`src/rtl/lut_func_seq.sv`:
```
// N-input Boolean function unit backed by a serially loadable 2^N-bit truth table.
// Serves single registered lookups and an autonomous sweep over every input combination.
module lut_func_seq #(
  parameter int              N    = 3,
  parameter logic [2**N-1:0] INIT = 8'hFB
) (
  input  logic         clk,
  input  logic         rst,
  input  logic         in_valid,
  input  logic [N-1:0] in_vec,
  input  logic         sweep_start,
  input  logic         cfg_we,
  input  logic         cfg_bit,
  output logic         cfg_ready,
  output logic         cfg_done,
  output logic         busy,
  output logic         out_valid,
  output logic [N-1:0] out_idx,
  output logic         out_z,
  output logic         sweep_done
);

  localparam int             W        = 2**N;
  localparam logic [N:0]     CNT_LAST = (N+1)'(W-1);
  localparam logic [N:0]     CNT_ONE  = (N+1)'(1);
  localparam logic [N-1:0]   IDX_LAST = {N{1'b1}};
  localparam logic [N-1:0]   IDX_ONE  = (N)'(1);

  typedef enum logic [0:0] {
    IDLE  = 1'b0,
    SWEEP = 1'b1
  } state_t;

  state_t         state_q,      state_d;
  logic [W-1:0]   table_q,      table_d;
  logic [W-1:0]   shadow_q,     shadow_d;
  logic [N:0]     cnt_q,        cnt_d;
  logic           out_valid_q,  out_valid_d;
  logic [N-1:0]   out_idx_q,    out_idx_d;
  logic           out_z_q,      out_z_d;
  logic           busy_q,       busy_d;
  logic           cfg_done_q,   cfg_done_d;
  logic           sweep_done_q, sweep_done_d;

  // Next-state, table load and result generation.
  always_comb begin
    state_d      = state_q;
    table_d      = table_q;
    shadow_d     = shadow_q;
    cnt_d        = cnt_q;
    out_valid_d  = 1'b0;
    out_idx_d    = out_idx_q;
    out_z_d      = out_z_q;
    busy_d       = busy_q;
    cfg_done_d   = 1'b0;
    sweep_done_d = 1'b0;

    case (state_q)
      IDLE: begin
        // Load is only accepted here, so cfg_ready (= ~busy) gates it for free.
        if (cfg_we) begin
          shadow_d = {shadow_q[W-2:0], cfg_bit};
          if (cnt_q == CNT_LAST) begin
            table_d    = shadow_d;
            cnt_d      = '0;
            cfg_done_d = 1'b1;
          end else begin
            cnt_d = cnt_q + CNT_ONE;
          end
        end else begin
          shadow_d = shadow_q;
        end

        // A sweep runs entirely on the table in force after this cycle's commit.
        if (sweep_start) begin
          state_d     = SWEEP;
          busy_d      = 1'b1;
          out_valid_d = 1'b1;
          out_idx_d   = '0;
          out_z_d     = table_d[0];
        end else if (in_valid) begin
          out_valid_d = 1'b1;
          out_idx_d   = in_vec;
          out_z_d     = table_q[in_vec];
        end else begin
          out_valid_d = 1'b0;
        end
      end

      SWEEP: begin
        if (out_idx_q == IDX_LAST) begin
          state_d = IDLE;
          busy_d  = 1'b0;
        end else begin
          out_valid_d  = 1'b1;
          out_idx_d    = out_idx_q + IDX_ONE;
          out_z_d      = table_q[out_idx_d];
          sweep_done_d = (out_idx_d == IDX_LAST);
        end
      end

      default: begin
        state_d = IDLE;
        busy_d  = 1'b0;
      end
    endcase
  end

  // State and output registers with synchronous reset.
  always_ff @(posedge clk) begin
    if (rst) begin
      state_q      <= IDLE;
      table_q      <= INIT;
      shadow_q     <= '0;
      cnt_q        <= '0;
      out_valid_q  <= 1'b0;
      out_idx_q    <= '0;
      out_z_q      <= 1'b0;
      busy_q       <= 1'b0;
      cfg_done_q   <= 1'b0;
      sweep_done_q <= 1'b0;
    end else begin
      state_q      <= state_d;
      table_q      <= table_d;
      shadow_q     <= shadow_d;
      cnt_q        <= cnt_d;
      out_valid_q  <= out_valid_d;
      out_idx_q    <= out_idx_d;
      out_z_q      <= out_z_d;
      busy_q       <= busy_d;
      cfg_done_q   <= cfg_done_d;
      sweep_done_q <= sweep_done_d;
    end
  end

  assign cfg_ready  = ~busy_q;
  assign cfg_done   = cfg_done_q;
  assign busy       = busy_q;
  assign out_valid  = out_valid_q;
  assign out_idx    = out_idx_q;
  assign out_z      = out_z_q;
  assign sweep_done = sweep_done_q;

endmodule

```
`config.mk`:
```
export PLATFORM = sky130hd
export DESIGN_NAME = lut_func_seq
export DESIGN_NICKNAME = d
export VERILOG_FILES = /design/src/rtl/lut_func_seq.sv
export SDC_FILE = /design/constraint.sdc
export NUM_CORES = 1
export LEC_CHECK = 0
export CORE_AREA = 2 2 51 53
export CTS_CLUSTER_SIZE = 30
export DETAILED_ROUTE_END_ITERATION = 8
export DIE_AREA = 0 0 53 55
export GPL_TIMING_DRIVEN = 0
export HOLD_SLACK_MARGIN = 0.1
export PLACE_DENSITY = 0.77
export SLEW_MARGIN = 20
export SYNTH_ARGS = -nofsm -noshare
export SYNTH_HDL_FRONTEND = slang
export SYNTH_SLANG_ARGS = --single-unit
export TNS_END_PERCENT = 30
```
`constraint.sdc`:
```
create_clock -name clk -period 5.6 [get_ports clk]
set_clock_uncertainty 0.15 [all_clocks]
set_input_delay 1.12 -clock clk [delete_from_list [all_inputs] [get_ports clk]]
set_output_delay 1.12 -clock clk [all_outputs]
set_load 0.01 [all_outputs]
```
# Yosys cells after proc, flatten, opt, wreduce, memory -nomap -nowiden
# Index checks and enable logic that the tools add are counted.
[word_totals] in_bits=9 output_inout_bits=9 ff_bits=28
[op_classes] n_eq_ne=7 bitwise=3 magnitude_cmp=2 mux=25 reduce_logical=6 addsub=2
[op_table] cell="2-to-1 mux 1 bit" count=14
[op_table] cell="2-to-1 mux 3 bit" count=3
[op_table] cell="< comparator 3 x 4 -> 1 bit (second input constant)" count=2
[op_table] cell="case mux 1 bit (2 select lines)" count=4
[op_table] cell="binary-select mux 1 bit (select 3 bit)" count=2
[op_table] cell="== test 3 bit (second input constant)" count=2
[op_table] cell="case mux 3 bit (2 select lines)" count=1
[op_table] cell="AND reduction 2 bit" count=3
[op_table] cell="OR reduction 3 bit" count=2
[op_table] cell="adder 4 x 1 -> 4 bit (second input constant)" count=1
[op_table] cell="== test 4 x 3 -> 1 bit (second input constant)" count=1
[op_table] cell="2-to-1 mux 4 bit" count=1
[op_table] cell="!= test 2 bit (second input constant)" count=2
[op_table] cell="adder 3 x 1 -> 3 bit (second input constant)" count=1
[op_table] cell="!= test 3 bit (second input constant)" count=1
[op_table] cell="inverter 1 bit" count=3
[op_table] cell="AND reduction 3 bit" count=1
[op_table] cell="!= test 2 x 1 -> 1 bit (second input constant)" count=1

# Longest topological paths before layout
# Gate-level depths: netlist of run 1.
[logic_depth] depth_word=5 depth_mapped=7 depth_no_buf=6

# Least setup slack after synthesis of run 1
# No wires, ideal clock.
[synth_path] kind="input to register" start="input port sweep_start" end="register out_z_q, in the netlist out_z" t_arrival_ps=2038 stages=4 n_path_buf=0 path_slack_ps=3324 path_cell_list="nand2b_1 -> or3_1 -> a32o_1 -> a311oi_2"
[synth_between] elab_chain_len=2
[synth_lines] item="start: declaration" line_no="11" text="input logic sweep_start,"
[synth_lines] item="2-to-1 mux 1 bit / != test 3 bit (equally long branches)"
[synth_lines] item="case mux 1 bit (2 select lines) / AND reduction 2 bit (equally long branches)"
[synth_lines] item="end signal: assignment" line_no="129" text="out_z_q <= out_z_d;"
[synth_lines] item="end: declaration" line_no="40" text="logic out_z_q, out_z_d;"
# Several ways; a longest one is shown, not always the timed one.
# A chain may end at the register's enable or synchronous reset.

# Worst setup path after layout of run 1
# Same ends and word-level chain as after synthesis.

==> results of run 1 <==
==> routing by layer <==
metal	global-route usage, %	vias to the layer above
met3	2.42	2
met4	10.3	0
met5	0	-
met1	23.2	499
li1	-	545
met2	36.5	15
==> registers in the layout, indices dropped and copies added, names as in the netlist <==
signal / count
busy: 1
cfg_done: 1
cnt_q: 4
out_idx: 3
out_valid: 1
out_z: 1
shadow_q: 7
state_q: 1
sweep_done: 1
table_q: 8
==> worst min-delay path: stages, from the launching register on <==
cell and delay (ps):
dfxtp_1 330, nand2_1 50, a21oi_1 50
==> final cells by class <==
cell class                 count  area (um2)  area share [%]
inverter                       4        15.0           0.992
buffer                         9        41.3            2.73
tap                           30        37.5            2.48
timing repair buffer          16         160            10.6
sequential                    28         561            37.0
clock buffer                   4        36.3            2.40
multi-input combinational    106         663            43.8
==> logic make-up (layout without fill, tap and decap cells) <==
logic type | Yosys count | count (layout) | share of synthesized area (%)
and+or+nand+nor | 69 | 69 | 25.7
DFF | 28 | 28 | 43.8
AOI/OAI and AO/OA | 22 | 22 | 11.6
buffers and inverters | 13 | 33 | 4.40
muxes | 9 | 9 | 9.19
adders and majority gates | 4 | 4 | 3.91
xor gates and xnor gates | 2 | 2 | 1.37
==> power groups by stage <==
stage / Sequential (mW) / Clock, mW / Combinational, mW
global placement: 0.215 / 0 / 0.0523
global route: 0.212 / 0.107 / 0.0589
finish: 0.211 / 0.0964 / 0.0535
floorplan: 0.216 / 0 / 0.0306
detailed placement: 0.215 / 0 / 0.0535
CTS: 0.211 / 0.0991 / 0.0538
==> cell usage in the layout, fill, tap and decap left out, types with 2 or more instances in the layout <==
cell type | synthesis | final
clkbuf_4 | 0 | 3
nand2b_1 | 2 | 2
a21oi_1 | 12 | 12
nor2b_1 | 3 | 3
clkdlybuf4s50_1 | 0 | 16
dfxtp_1 | 28 | 28
clkbuf_1 | 8 | 8
nor2_1 | 10 | 10
ha_1 | 4 | 4
mux2i_1 | 5 | 5
nand2_1 | 37 | 37
inv_1 | 4 | 4
nand3b_1 | 8 | 8
mux2_2 | 2 | 2
a211oi_1 | 4 | 4
or3_1 | 2 | 2
mux4_2 | 2 | 2
==> worst min path at each step <==
stage           startpoint          end  cells after the start
2_1_floorplan  shadow_q[6]  shadow_q[6]                      2
5_1_grt        shadow_q[2]  shadow_q[2]                      2
6_report       shadow_q[6]  shadow_q[6]                      2
3_3_place_gp   shadow_q[6]  shadow_q[6]                      2
3_5_place_dp   shadow_q[6]  shadow_q[6]                      2
4_1_cts        shadow_q[6]  shadow_q[6]                      2
==> results.toml, run 1 <==
[status]
status = "complete, no violations"

[finish]
area_delta_synth_final_pct = 18.3
final_layout_size_suffix_gt1_share_pct = 6.59
antenna_cells = 0
final_cell_area_um2 = 1510
final_core_util_pct = 64.0
nets = 181
final_cells = 197
fill_cells = 213

[pwr]
power_frac_comb_pct = 14.8
leakagePower_nw = 0.591
power.clock.fraction_pct = 26.7
total_power_uw = 361
p_sw_share_pct = 24.3
power_density_nw_per_um2 = 238
p_int_uw = 273
ir_drop_mv = 0.175
p_seq_share_pct = 58.4
power.switching_uw = 87.4

[drt]
vias_per_cell = 5.39
first_pass_iters = 4
postRouteAntennaNets = 0
num_vias = 1061
routedWlPerCell_um = 12.9
wl_um = 2540
dr.first_iter.drc_count = 10
met1_length_um = 1190
drc = 0
routed-wl-met2_um = 1250
top_layer_used = "met4"
wl_met3_um = 75

[setup_path]
start_kind = "input port"
path_delay_family = "simple AND/OR/NAND/NOR gates"
arrival_ps = 2670
cp-startpoint = "sweep_start"
crit_buf_inv = 1
r2r_slack_ps = 3330
path_class = "in2reg"
reg2reg_from = "out_idx[0]"
cp_num_cells = 5
crit_end = "out_z"
end_kind = "flip-flop"
r2r_end = "out_z"
crit_fanout = 7
crit_chain = "clkdlybuf4s50_1 -> nand2b_1 -> or3_1 -> a32o_1 -> a311oi_2"
reg2reg_depth = 7
cp_slowest_stage_delay_ps = 510
required_ps = 5710
crit_slowest_cell = "clkdlybuf4s50_1"

[place]
port_buffers = 16
preCtsSetupSlack_ps = 2710
gp_congestion = 0.803
dp_hpwl_um = 1900
dpl_cell_area_um2 = 1480
placed_cells = 193

[clocking]
cts-root-buf = "clkbuf_4"
clkLatencyLatePin_ps = 320
cts_hold_buf = 0
numCtsBuffers = 3
h-tree-depth = 1
clock-sinks = 28
cts.clk_slew.worst_paths_ps = 150
tritoncts = "done"
clock_path_buffers = 2
postCtsSetupBuffers = 0
cts_resized = 0

[global_routing]
overflow = 0
antenna_found_initial = 0
grt_pass1_vias = 1000
grt_max_degree = 16
grt_usage_pct = 20.0
grt_pass1_wl_um = 4170

[timing]
max_freq_mhz = 390
slew_viol_final = 0
period_share_pct = 45.8
hold_viol = 0
max_slew_margin_pct = 69.8
tns_ps = 0
worst_slew_pin_slew_ps = 453
period_needed_ps = 2560
setup_ws_ps = 3040
rsz0062_at_grt = "false"
timing.hold.ws_ps = 318
setup_viol = 0

[synth]
yosys_warnings = 0
synthArstFlopShare_pct = 0
ys_ff_latch = 28
synth_top_area_cell = "dfxtp_1"
synth_top_area_share_pct = 43.8
synth_commonest_cells = "nand2_1, dfxtp_1, a21oi_1"
synth.distinct_cells = 31
syn_inst = 147
synth_ff_type = "dfxtp_1"
synth_area_leaders = "dfxtp_1, nand2_1, a21oi_1"
syn_area_um2 = 1280
synth_nets = 160
seq_area_frac_synth_pct = 43.8
synth-edff-count = 0
synth_most_common_cell = "nand2_1"
syn_area_per_cell_um2 = 8.71

[floorplanning]
coreArea_um2 = 2360
num_io_pins = 18
die_area_um2 = 2920
initial_core_util_pct = 54.1
chipHeight_um = 55
die_w_um = 53
rows = 18

[run]
cap_violations = 0

[worst_hold_path]
hold_path_class = "reg2reg"
(Power assumes the default switching activity.)
==> run 2, diff against run 1 <==
- CORE_AREA: 2 2 51 53 -> 2 2 56 58
- DIE_AREA: 0 0 53 55 -> 0 0 58 60
- PLACE_DENSITY: 0.77 -> 0.67
- clock period: 5.6 -> 2.11 ns (I/O delays scaled with it)
==> run 2 against run 1 <==
First-iteration DRC count grew to 3.5 times the previous value. Sequential share of layout area shrank 0.71 points. Die area grew 19%. Hold slack gained 12 ps. Critical path type is now reg2reg. Critical endpoint unchanged. Global-route usage shrank 3.8 points. Cell area grew 2.4%. Largest cell class unchanged.
==> results.toml, run 2 (same netlist as run 1, synthesis figures left out) <==
[status]
status = "complete, no violations"

[finish]
largest_registers = "table_q: 8 flops, shadow_q: 7 flops, cnt_q: 4 flops"
final_cell_area_um2 = 1550
final_common_cell = "nand2_1"
nets = 182
final_cell_mix = "nand2_1, dfxtp_1, clkdlybuf4s50_1"
largest_reg_flops = 8
area_delta_synth_final_pct = 21.1
final_layout_size_suffix_gt1_share_pct = 10.1
antenna_cells = 0
regMostFlops = "table_q"

[drt]
dr.first_iter.drc_count = 35
routedWlPerCell_um = 12.8
postRouteAntennaNets = 0
wl_um = 2580
drc = 0
first_pass_iters = 4
num_vias = 1051
vias_per_cell = 5.23

[setup_path]
crit_top_cell = "ha_4"
arrival_ps = 2170
crit_chain = "ha_4 -> ha_4 -> mux2i_1 -> mux4_2 -> a32o_2 -> a311oi_2"
crit_fanout = 6
end_kind = "flip-flop"
start_kind = "flip-flop"
cp_slowest_stage_delay_ps = 480
path_class = "reg2reg"
r2r_slack_ps = 40
required_ps = 2210
crit_slowest_cell = "mux4_2"

[timing]
period_share_pct = 98.3
period_needed_ps = 2070
slew_viol_final = 0
worst_slew_pin_slew_ps = 462
max_freq_mhz = 482
hold_viol = 0
setup_viol = 0
setup_ws_ps = 36.3
max_slew_margin_pct = 69.2
rsz0062_at_grt = "true"

[floorplanning]
die_area_um2 = 3480
chipHeight_um = 60
initial_core_util_pct = 44.1
num_io_pins = 18
coreArea_um2 = 2900
rows = 20
die_w_um = 58

[global_routing]
grt_max_degree = 16
grt_pass1_wl_um = 4310
grt_pass1_vias = 1002
antenna_found_initial = 0
overflow = 0
grt_usage_pct = 16.2

[pwr]
ir_drop_mv = 0.417
leakagePower_nw = 0.597
power_density_nw_per_um2 = 622
total_power_uw = 964

[clocking]
clock_path_buffers = 2
numCtsBuffers = 3
cts-root-buf = "clkbuf_4"
clkLatencyLatePin_ps = 320
tritoncts = "done"
cts.clk_slew.worst_paths_ps = 140
h-tree-depth = 1
clock-sinks = 28

[place]
preCtsSetupSlack_ps = -121
dp_hpwl_um = 1980
gp_congestion = 0.787
dpl_cell_area_um2 = 1500
port_buffers = 16

[run]
cap_violations = 0

[worst_hold_path]
hold_path_class = "reg2reg"
==> run 2: critical path: cells and delay by family, from the launching register on <==
kind / cells / cell delay (ps)
mux: 2 / 560
flops: 1 / 360
compound gates: 2 / 460
fa+ha+maj: 2 / 460
==> run 2: power by group <==
part	leakage [nW]	internal [mW]	switching (mW)
Clock	0.0210	0.105	0.151
Sequential	0.229	0.546	0.0138
Combinational	0.347	0.0780	0.0691
==> run 2: routing by layer <==
metal | vias to the layer above | wire length [um] | track usage [%]
met4 | 0 | 17 | 5.98
met2 | 16 | 1290 | 29.4
met1 | 487 | 1190 | 19.8
met3 | 2 | 79 | 1.95
li1 | 546 | - | -
met5 | - | 0 | 0
==> run 2: final timing paths <==
check,depth (start not counted),from,end
setup / recovery,6,out_idx[1],out_z
hold / removal,2,shadow_q[6],shadow_q[6]
setup reg to reg,6,out_idx[1],out_z
hold reg to reg,2,shadow_q[6],shadow_q[6]
==> run 2: area by class of cell <==
cell class | instances | area [um2]
multi-input cells | 106 | 689
plain buffers | 8 | 30.0
repair buffers | 18 | 175
well taps | 33 | 41.3
fillers | 275 | 1350
flip-flops and latches | 28 | 563
inverters | 4 | 15.0
clock buffers | 4 | 36.3
==> run 2: timing repair <==
| item | in CTS | in global routing |
|---|---|---|
| endpoints found under the setup margin | 1 | 1 |
| resized for setup | 1 | 1 |
| setup buffers | 2 | 0 |
| pin swaps | 2 | 3 |
| hold buffers | 0 | 0 |
==> run 2: per-stage QoR <==
stage / hold slack [ps] / TNS [ps] / utilization [%] / instances
floorplan: 287 / 0 / - / 147
global placement: 299 / -118 / 51.6 / 196
detailed placement: 307 / -150 / 51.6 / 196
CTS: 328 / 0 / 53.4 / 201
global route: 344 / -18.3 / 53.4 / 201
finish: 330 / 0 / 53.4 / 201
==> run 3, diff against run 2 <==
- CAP_MARGIN: not set -> 0
- HOLD_SLACK_MARGIN: 0.1 -> 0.06
==> results of run 3 <==
No change in the layout: final DEF, timing and power equal those of run 2.
